**config.mk**
```make
export PLATFORM = sky130hd
export DESIGN_NAME = seq_multiplier
export DESIGN_NICKNAME = d
export VERILOG_FILES = /design/src/rtl/seq_multiplier.sv
export SDC_FILE = /design/constraint.sdc
export NUM_CORES = 1
export LEC_CHECK = 0
export BUFFER_PORTS_ARGS = -buffer_cell sky130_fd_sc_hd__buf_4
export CAP_MARGIN = 20
export CORE_MARGIN = 1.5
export CORE_UTILIZATION = 45
export CTS_BUF_LIST = sky130_fd_sc_hd__clkbuf_8 sky130_fd_sc_hd__clkbuf_16
export DETAILED_ROUTE_END_ITERATION = 6
export GPL_ROUTABILITY_DRIVEN = 0
export SLEW_MARGIN = 10
export SYNTH_ARGS = -nofsm -noshare
export SYNTH_HDL_FRONTEND = slang
export SYNTH_SLANG_ARGS = --single-unit
```
**constraint.sdc**
```tcl
create_clock -name clk -period 4.38 [get_ports clk]
set_input_delay 1.314 -clock clk [delete_from_list [all_inputs] [get_ports clk]]
set_output_delay 1.314 -clock clk [all_outputs]
set_load 0.05 [all_outputs]
```
**src/rtl/seq_multiplier.sv**
```systemverilog
// ---------------------------------------------------------------------------
// seq_multiplier
//
// Iterative shift-add multiplier for the RV32M multiply group (MUL, MULH,
// MULHSU, MULHU). Operands are converted to magnitudes on accept. The
// unsigned 2*XLEN-bit product is built over XLEN CALC cycles. One SIGN cycle
// then applies the sign and selects the requested half. Latency is fixed:
// done is high in the cycle after the (XLEN+1)-th edge following the accept
// edge.
//
// Ports:
//   clk     rising-edge clock
//   rst_n   asynchronous active-low reset
//   start   request, accepted only in IDLE when flush is low
//   flush   synchronous abort: return to IDLE, no done, result untouched
//   op      00 MUL (low half), 01 MULH (s*s), 10 MULHSU (s*u), 11 MULHU (u*u)
//   a       multiplicand (rs1), sampled on the accept edge
//   b       multiplier (rs2), sampled on the accept edge
//   busy    high while in CALC or SIGN (registered)
//   done    one-cycle pulse when result is valid (registered)
//   result  selected product half, held until the next done
// ---------------------------------------------------------------------------
module seq_multiplier #(
  parameter int XLEN = 32
) (
  input  logic            clk,
  input  logic            rst_n,
  input  logic            start,
  input  logic            flush,
  input  logic [1:0]      op,
  input  logic [XLEN-1:0] a,
  input  logic [XLEN-1:0] b,
  output logic            busy,
  output logic            done,
  output logic [XLEN-1:0] result
);

  localparam int PW = 2 * XLEN;
  localparam int CW = (XLEN > 1) ? $clog2(XLEN) : 1;
  localparam logic [CW-1:0] LAST_ITER = CW'(XLEN - 1);

  typedef enum logic [1:0] {
    IDLE = 2'b00,
    CALC = 2'b01,
    SIGN = 2'b10
  } state_t;

  state_t state_reg, state_next;

  logic [1:0]      op_reg;
  logic            neg_reg;      // product must be negated in SIGN
  logic [PW-1:0]   mcand_reg;    // multiplicand, shifted left once per iteration
  logic [XLEN-1:0] mplier_reg;   // multiplier, shifted right once per iteration
  logic [PW-1:0]   acc_reg;
  logic [CW-1:0]   cnt_reg;
  logic            busy_reg;
  logic            done_reg;
  logic [XLEN-1:0] result_reg;

  logic            accept;
  logic            sa, sb;
  logic [XLEN-1:0] a_mag, b_mag;
  logic [PW-1:0]   prod;

  assign accept = (state_reg == IDLE) && start && !flush;

  // Only the operands interpreted as signed contribute a sign flag.
  // MUL uses unsigned magnitudes because its low half does not depend on
  // signedness.
  assign sa = a[XLEN-1] && ((op == 2'b01) || (op == 2'b10));
  assign sb = b[XLEN-1] && (op == 2'b01);

  // The most negative value negates to itself. As an unsigned magnitude it
  // is 2^(XLEN-1), which is the correct value, so no overflow handling is
  // needed.
  assign a_mag = sa ? (~a + XLEN'(1)) : a;
  assign b_mag = sb ? (~b + XLEN'(1)) : b;

  assign prod = neg_reg ? (~acc_reg + PW'(1)) : acc_reg;

  // State register
  always_ff @(posedge clk or negedge rst_n) begin
    if (!rst_n) begin
      state_reg <= IDLE;
    end else begin
      state_reg <= state_next;
    end
  end

  // Next-state logic
  always_comb begin
    state_next = state_reg;
    case (state_reg)
      IDLE: begin
        if (accept) begin
          state_next = CALC;
        end
      end
      CALC: begin
        if (flush) begin
          state_next = IDLE;
        end else if (cnt_reg == LAST_ITER) begin
          state_next = SIGN;
        end
      end
      SIGN: begin
        state_next = IDLE;
      end
      default: begin
        state_next = IDLE;
      end
    endcase
  end

  // Datapath and registered outputs
  always_ff @(posedge clk or negedge rst_n) begin
    if (!rst_n) begin
      op_reg     <= 2'b00;
      neg_reg    <= 1'b0;
      mcand_reg  <= '0;
      mplier_reg <= '0;
      acc_reg    <= '0;
      cnt_reg    <= '0;
      busy_reg   <= 1'b0;
      done_reg   <= 1'b0;
      result_reg <= '0;
    end else begin
      busy_reg <= (state_next != IDLE);
      done_reg <= 1'b0;
      case (state_reg)
        IDLE: begin
          if (accept) begin
            op_reg     <= op;
            neg_reg    <= sa ^ sb;
            mcand_reg  <= {{XLEN{1'b0}}, a_mag};
            mplier_reg <= b_mag;
            acc_reg    <= '0;
            cnt_reg    <= '0;
          end
        end
        CALC: begin
          if (mplier_reg[0]) begin
            acc_reg <= acc_reg + mcand_reg;
          end
          mcand_reg  <= mcand_reg << 1;
          mplier_reg <= mplier_reg >> 1;
          cnt_reg    <= cnt_reg + CW'(1);
        end
        SIGN: begin
          // A flush in the SIGN cycle discards the result.
          if (!flush) begin
            result_reg <= (op_reg == 2'b00) ? prod[XLEN-1:0] : prod[PW-1:XLEN];
            done_reg   <= 1'b1;
          end
        end
        default: begin
        end
      endcase
    end
  end

  assign busy   = busy_reg;
  assign done   = done_reg;
  assign result = result_reg;

endmodule

```
==> flow_metrics.env, run 1 <==
export IMPL_multi_input_comb_area_sq_um=8520
export IMPL_drt_pass1_iter_count=5
export IMPL_post_synth_most_frequent_cells="238 x o21ai_0, 204 x dfrtp_1, 204 x nand2_1"
export IMPL_final_util_pct=52.4
export IMPL_number_of_global_route_vias_before_repair=11700
export IMPL_netlist_instances=1635
export IMPL_cts_clk_slew_worst_paths_ns=0.05
export IMPL_async_flop_share_pct=100
export IMPL_final_setup_skew_ns=0.0155
export IMPL_yosys_cell_count_top_type="o21ai_0"
export IMPL_synth_cell_type_count=73
export IMPL_fin_setup_tns_ns=0
export IMPL_syn_area_per_cell_sq_um=8.61
export IMPL_io_buffer_count=103
export IMPL_drtAntennaViolNets=0
export IMPL_finalHoldViolations=0
export IMPL_maxCapViolCount=0
export IMPL_layout_area_overhead_vs_synth_pct=14.3
export IMPL_leakage_nw=7.36
export IMPL_critical_path_startpoint_type="register"
export IMPL_finalCriticalPeriod_ns=3.85
export IMPL_cts_tree="yes"
export IMPL_placement_cell_area_sq_um=15200
export IMPL_cpMostUsedCell="a221o_1"
export IMPL_layout_cell_share_with_drive_strength_beyond_1_pct=11.8
export IMPL_finalNetCount=1844
export IMPL_cts_hold_buffers_added=0
export IMPL_grt_antenna_before_repair=0
export IMPL_die_area_sq_um=32300
export IMPL_yosysSeqAreaShare_pct=36.3
export IMPL_cts_inserted_buffers=25
export IMPL_route_detailed_wl_per_inst_microns=18.1
export IMPL_grt_setup_unrepaired="no"
export IMPL_max_clock_path_buffers=3
export IMPL_synth_enable_flop_cells=0
export IMPL_yosys_register_bits=204
export IMPL_cpPeakStageDelay_ns=0.47
export IMPL_synth_top_cell_area_share_pct=36.3
export IMPL_ir_worst_vdd_mv=0.309
export IMPL_required_ns=4.84
export IMPL_synth_largest_area_cell="dfrtp_1"
export IMPL_power_density_nw_per_um2=483
export IMPL_setup_worst_path_end_class="register"
export IMPL_die_h_microns=180
export IMPL_vias=12400
export IMPL_totalWireLength_microns=38200
export IMPL_setup_viol=0
export IMPL_num_io_pins=104
export IMPL_drt_initial_drc_count=802
export IMPL_place_hpwl_microns=28300
export IMPL_cpMaxStageDelayCell="dfrtp_1"
export IMPL_chipWidth_microns=180
export IMPL_gr_total_overflow=0
export IMPL_run_status="complete, no violations"
export IMPL_synth_fp_nets=1775
export IMPL_root_buffer="clkbuf_16"
export IMPL_globalRouteTotalUtil_pct=23.5
export IMPL_fin_area_sq_um=16100
export IMPL_floorplan_core_area_sq_um=30700
export IMPL_critical_path_n_buffers_inverters=0
export IMPL_ys_dominant_reg_cell="dfrtp_1"
export IMPL_area_sequential_sq_um=5100
export IMPL_insertedDiodeCount=0
export IMPL_cp_class="reg2reg"
export IMPL_worst_pin_slew_ns=1.04
export IMPL_first_pass_grt_wire_length_microns=62800
export IMPL_drt_vias_per_instance=5.87
export IMPL_drc_errors=0
export IMPL_crit_family="compound AO/OA/AOI/OAI gates"
export IMPL_crit_chain="ha_1 > a21oi_4 > o21ai_2 > a221o_1 > a221o_1 > a221o_1 > or2_4 > a21oi_4 > o2111ai_1 > and3_1 > or4_1 > nand3_1"
export IMPL_synthesis_area_sq_um=14100
export IMPL_htreeDepth=1
export IMPL_post_route_period_util_pct=87.9
export IMPL_clk_insertion_delay_late_ns=0.53
export IMPL_path_max_fanout=8
export IMPL_final_max_slew_violation_count=0
export IMPL_effective_utilization_at_floorplan_pct=45.9
export IMPL_worst_endpoint_arrival_ns=4.31
export IMPL_slew_headroom_pct=31.0
export IMPL_n_fill_cell=2918
export IMPL_post_cts_setup_buffers=0
export IMPL_yosysWarningCount=0
export IMPL_cts_sink_count=204
export IMPL_std_cell_rows=64
export IMPL_cts_resized=0
export IMPL_pin_count_of_the_biggest_net_entering_global_routing=101
export IMPL_synth_top_cells_by_area="dfrtp_1 36%, o21ai_0 8.5%, ha_1 6.1%"
export IMPL_worst_hold_path_type="reg2reg"
export IMPL_fmaxAchievable_ghz=0.260
-- cell usage in the layout, fill, tap and decap left out, types with 4 or more instances in the layout --
cell       synthesis  layout
nor4_1            15      15
nand2b_1          19      19
nor3_1            20      20
and3_1            15      15
nor2b_1           10      10
o2111ai_1          5       5
nand4_1           16      16
nand2_1          204     204
a21oi_1          103     103
xnor2_1           90      90
o211ai_1           6       6
clkbuf_16          0      25
or3_1             18      18
o21a_1             9       9
nand3_1           23      22
inv_1             26      28
a31oi_1            8       8
o21ai_0          238     238
o41ai_2            4       4
a22oi_1           60      60
clkbuf_8           0      10
a211oi_1           6       6
or2_2              4       4
dfrtp_1          204     204
o21ai_1           10      10
a22o_1            35      35
and2_1             8       8
o21bai_1          11      10
o31ai_1           31      31
o41ai_1            8       8
ha_1              69      69
a221o_1            6       6
xor2_1            83      83
or4_1             15      15
a21o_1            43      42
nor2_1            77      75
buf_4              2     128
-- power by group --
part           switching (mW)  internal [mW]
logic                    1.80           1.27
clock network           0.807           1.24
registers               0.455           2.20
total                    3.06           4.71
-- final cells by class --
type,count,share of cell area (%)
repair buffers,132,6.48
multi-input cells,1315,53.0
flip-flops and latches,204,31.8
well taps,396,3.08
clock inverters,7,0.405
inverters,26,0.607
clock buffers,34,4.66
-- through the flow --
step	total power [mW]	cells	worst slack, ns	hold slack (ns)
after floorplan	4.81	1635	0.527	0.447
after global placement	5.66	2071	0.233	0.464
after detailed placement	5.71	2072	0.235	0.473
after CTS	7.79	2113	0.551	0.486
after global routing	8.33	2114	0.341	0.493
final	7.77	2114	0.530	0.479
-- worst register-to-register path: stages, from the launching register on --
cell and delay, ns:
dfrtp_1 0.47, ha_1 0.45, a21oi_4 0.21, o21ai_2 0.08, a221o_1 0.30, a221o_1 0.39
a221o_1 0.37, or2_4 0.28, a21oi_4 0.23, o2111ai_1 0.23, and3_1 0.23, or4_1 0.47
nand3_1 0.08
-- path summary, 6_finish.rpt --
kind	end	slack, ns	from	cells after the start
worst max-delay path	acc_reg[63]	0.53	acc_reg[32]	12
worst min-delay path	result[3]	0.48	result[3]	2
worst max register to register	acc_reg[63]	0.53	acc_reg[32]	12
worst min register to register	result[3]	0.48	result[3]	2
max in group asynchronous	mplier_reg[14]	2.66	rst_n	2
min in group asynchronous	result[21]	0.80	rst_n	1
-- cell families after synthesis --
logic type,Yosys count,synth area share [%]
mux,1,0.160
xor+xnor,173,10.8
fa+ha+maj,70,6.28
simple gates,462,15.6
buf+inv,116,3.39
compound gates,609,27.5
flops,204,36.3
-- routing by layer --
metal  track usage (%)  vias to the layer above  share of wire [%]
met5                 0                        -                  0
met4              5.53                        0                1.9
met3              2.65                       43                5.7
met2              36.0                      326                 43
met1              35.3                     5894                 49
li1                  -                     6136                  -
No activity file was read; power rests on OpenSTA's default activity.
==> run 2, diff against run 1 <==
--- a/config.mk
+++ b/config.mk
@@ -13,4 +13,5 @@
 export DETAILED_ROUTE_END_ITERATION = 6
 export GPL_ROUTABILITY_DRIVEN = 0
+export PLACE_DENSITY = 0.7
 export SLEW_MARGIN = 10
 export SYNTH_ARGS = -nofsm -noshare
==> constraint.sdc (replaced) <==
create_clock -name clk -period 4.38 [get_ports clk]
set_input_delay 1.314 -clock clk [delete_from_list [all_inputs] [get_ports clk]]
set_output_delay 1.314 -clock clk [all_outputs]
set_load 0.005 [all_outputs]
==> run 2 against run 1 <==
Net effect: the run now ends with design-rule violations left; routed wire length about the same; die area unchanged; power increased by 3.5%; final cell count increased by 0.14%; fmax decreased by 4.2%; sequential share of layout area decreased by 0.16 points; register-to-register slack got worse by 0.17 ns; global-route usage decreased by 0.52 points; first-iteration DRC count increased by 22%; setup slack got worse by 0.17 ns.
==> flow_metrics.env, run 2 (synthesis results as in run 1) <==
export IMPL_worst_endpoint_arrival_ns=4.41
export IMPL_drt_vias_per_instance=6.01
export IMPL_grt_antenna_before_repair=0
export IMPL_clk_insertion_delay_late_ns=0.54
export IMPL_r2r_start="acc_reg[12]"
export IMPL_min_delay_start="result[16]"
export IMPL_cts_inserted_buffers=26
export IMPL_fmaxAchievable_ghz=0.249
export IMPL_globalRouteTotalUtil_pct=23.0
export IMPL_pin_count_of_the_biggest_net_entering_global_routing=78
export IMPL_power_density_nw_per_um2=498
export IMPL_max_clock_path_buffers=3
export IMPL_most_common_layout_cells="238 x o21ai_0, 204 x nand2_1, 204 x dfrtp_1, 125 x buf_4, 103 x a21oi_1"
export IMPL_route_detailed_wl_per_inst_microns=18.1
export IMPL_io_buffer_count=103
export IMPL_cts_clk_slew_worst_paths_ns=0.06
export IMPL_cts_tree="yes"
export IMPL_setup_viol=0
export IMPL_run_status="finished with violations"
export IMPL_report_power_total_mw=8.05
export IMPL_root_buffer="clkbuf_16"
export IMPL_slew_headroom_pct=48.6
export IMPL_die_h_microns=180
export IMPL_htreeDepth=1
export IMPL_cp_class="reg2reg"
export IMPL_share_comb_of_total_power_pct=38.0
export IMPL_worst_hold_path_num_cells=2
export IMPL_ir_worst_vdd_mv=0.363
export IMPL_layout_commonest_cell="o21ai_0"
export IMPL_insertedDiodeCount=0
export IMPL_switchingPower_mw=3.10
export IMPL_gr_total_overflow=0
export IMPL_leakage_nw=7.39
export IMPL_std_cell_rows=64
export IMPL_cts_resized=0
export IMPL_number_of_global_route_vias_before_repair=12100
export IMPL_hold_end="result[16]"
export IMPL_finalCriticalPeriod_ns=4.02
export IMPL_required_ns=4.77
export IMPL_num_io_pins=104
export IMPL_maxCapViolCount=0
export IMPL_sw_frac_of_total_pct=38.6
export IMPL_drc_errors=2
export IMPL_timing_reg2reg_setup_slack_ns=0.36
export IMPL_power_clock_fraction_pct=29.0
export IMPL_p_int_mw=4.94
export IMPL_cts_hold_buffers_added=0
export IMPL_cpMostUsedCell="o21ai_0"
export IMPL_drt_initial_drc_count=978
export IMPL_critical_path_n_buffers_inverters=1
export IMPL_drt_pass1_iter_count=7
export IMPL_fin_setup_tns_ns=0
export IMPL_floorplan_core_area_sq_um=30700
export IMPL_post_route_period_util_pct=91.8
export IMPL_finalNetCount=1841
export IMPL_seq_power_share_pct=33.0
export IMPL_critical_path_startpoint_type="register"
export IMPL_worst_r2r_path_depth=13
export IMPL_layout_cell_share_with_drive_strength_beyond_1_pct=11.9
export IMPL_rr_endpoint="acc_reg[52]"
export IMPL_final_max_slew_violation_count=0
export IMPL_crit_family="compound AO/OA/AOI/OAI gates"
export IMPL_worst_pin_slew_ns=0.772
export IMPL_post_cts_setup_buffers=0
export IMPL_worst_hold_path_type="reg2reg"
export IMPL_drtAntennaViolNets=0
export IMPL_vias=12700
export IMPL_setup_worst_path_end_class="register"
export IMPL_finalHoldViolations=0
export IMPL_cpMaxStageDelayCell="a211oi_1"
export IMPL_failed_checks="design-rule violations"
export IMPL_die_area_sq_um=32300
export IMPL_path_max_fanout=7
export IMPL_layout_area_overhead_vs_synth_pct=14.8
export IMPL_cpPeakStageDelay_ns=0.66
export IMPL_grt_setup_unrepaired="no"
export IMPL_final_setup_skew_ns=0.0206
export IMPL_crit_chain="ha_1 > a21oi_1 > o21bai_1 > a31oi_1 > o21ai_0 > o21ai_0 > nand2_1 > a41oi_1 > o21bai_1 > a211oi_1 > buf_4 > xor2_1 > o21ai_0"
export IMPL_cts_sink_count=204
export IMPL_effective_utilization_at_floorplan_pct=45.9
export IMPL_first_pass_grt_wire_length_microns=62000
export IMPL_chipWidth_microns=180
export IMPL_place_hpwl_microns=28600
export IMPL_totalWireLength_microns=38200
run 2: power by group through the flow:
stage	Sequential [mW]	Combinational [mW]	Clock (mW)
2_1_floorplan	2.50	2.31	0
3_3_place_gp	2.66	2.95	0
3_5_place_dp	2.67	3.01	0
4_1_cts	2.64	3.03	2.37
5_1_grt	2.70	3.41	2.45
6_report	2.66	3.06	2.33
run 2: how the worst max path moves through the flow:
stage	slack, ns	startpoint	depth (start not counted)	endpoint
floorplan	0.53	b[4]	11	mplier_reg[29]
global placement	0.23	b[4]	11	mplier_reg[29]
detailed placement	0.16	b[4]	11	mplier_reg[29]
CTS	0.52	acc_reg[12]	13	acc_reg[52]
global route	0.22	acc_reg[12]	13	acc_reg[52]
finish	0.36	acc_reg[12]	13	acc_reg[52]
run 2: area by class of cell:
cell class | count | area (sq um)
inverters | 26 | 97.6
clock buffers | 32 | 744
flip-flops and latches | 204 | 5100
clock inverters | 16 | 206
well taps | 396 | 495
fillers | 2815 | 14500
repair buffers | 128 | 987
multi-input cells | 1315 | 8520
run 2: routing by layer:
| layer | global-route usage (%) | part of all wire (%) |
|---|---|---|
| met1 | 32.7 | 47 |
| met3 | 3.36 | 6.5 |
| met5 | 0 | 0 |
| met2 | 35.7 | 43 |
| met4 | 7.90 | 3.4 |
run 2: metrics by stage:
| stage | area, sq um | hold slack, ns | instances | util, % | setup slack [ns] |
|---|---|---|---|---|---|
| floorplan | 14100 | 0.447 | 1635 | - | 0.527 |
| global placement | 15200 | 0.464 | 2068 | 49.5 | 0.228 |
| detailed placement | 15200 | 0.472 | 2069 | 49.6 | 0.157 |
| CTS | 16200 | 0.484 | 2117 | 52.7 | 0.524 |
| global route | 16200 | 0.498 | 2117 | 52.7 | 0.219 |
| finish | 16200 | 0.479 | 2117 | 52.7 | 0.360 |
run 2: tightest hold or removal path, cell delays in order (launching register included):
cell     delay, ns
dfrtp_1       0.34
nand2_1       0.05
o21ai_0       0.06
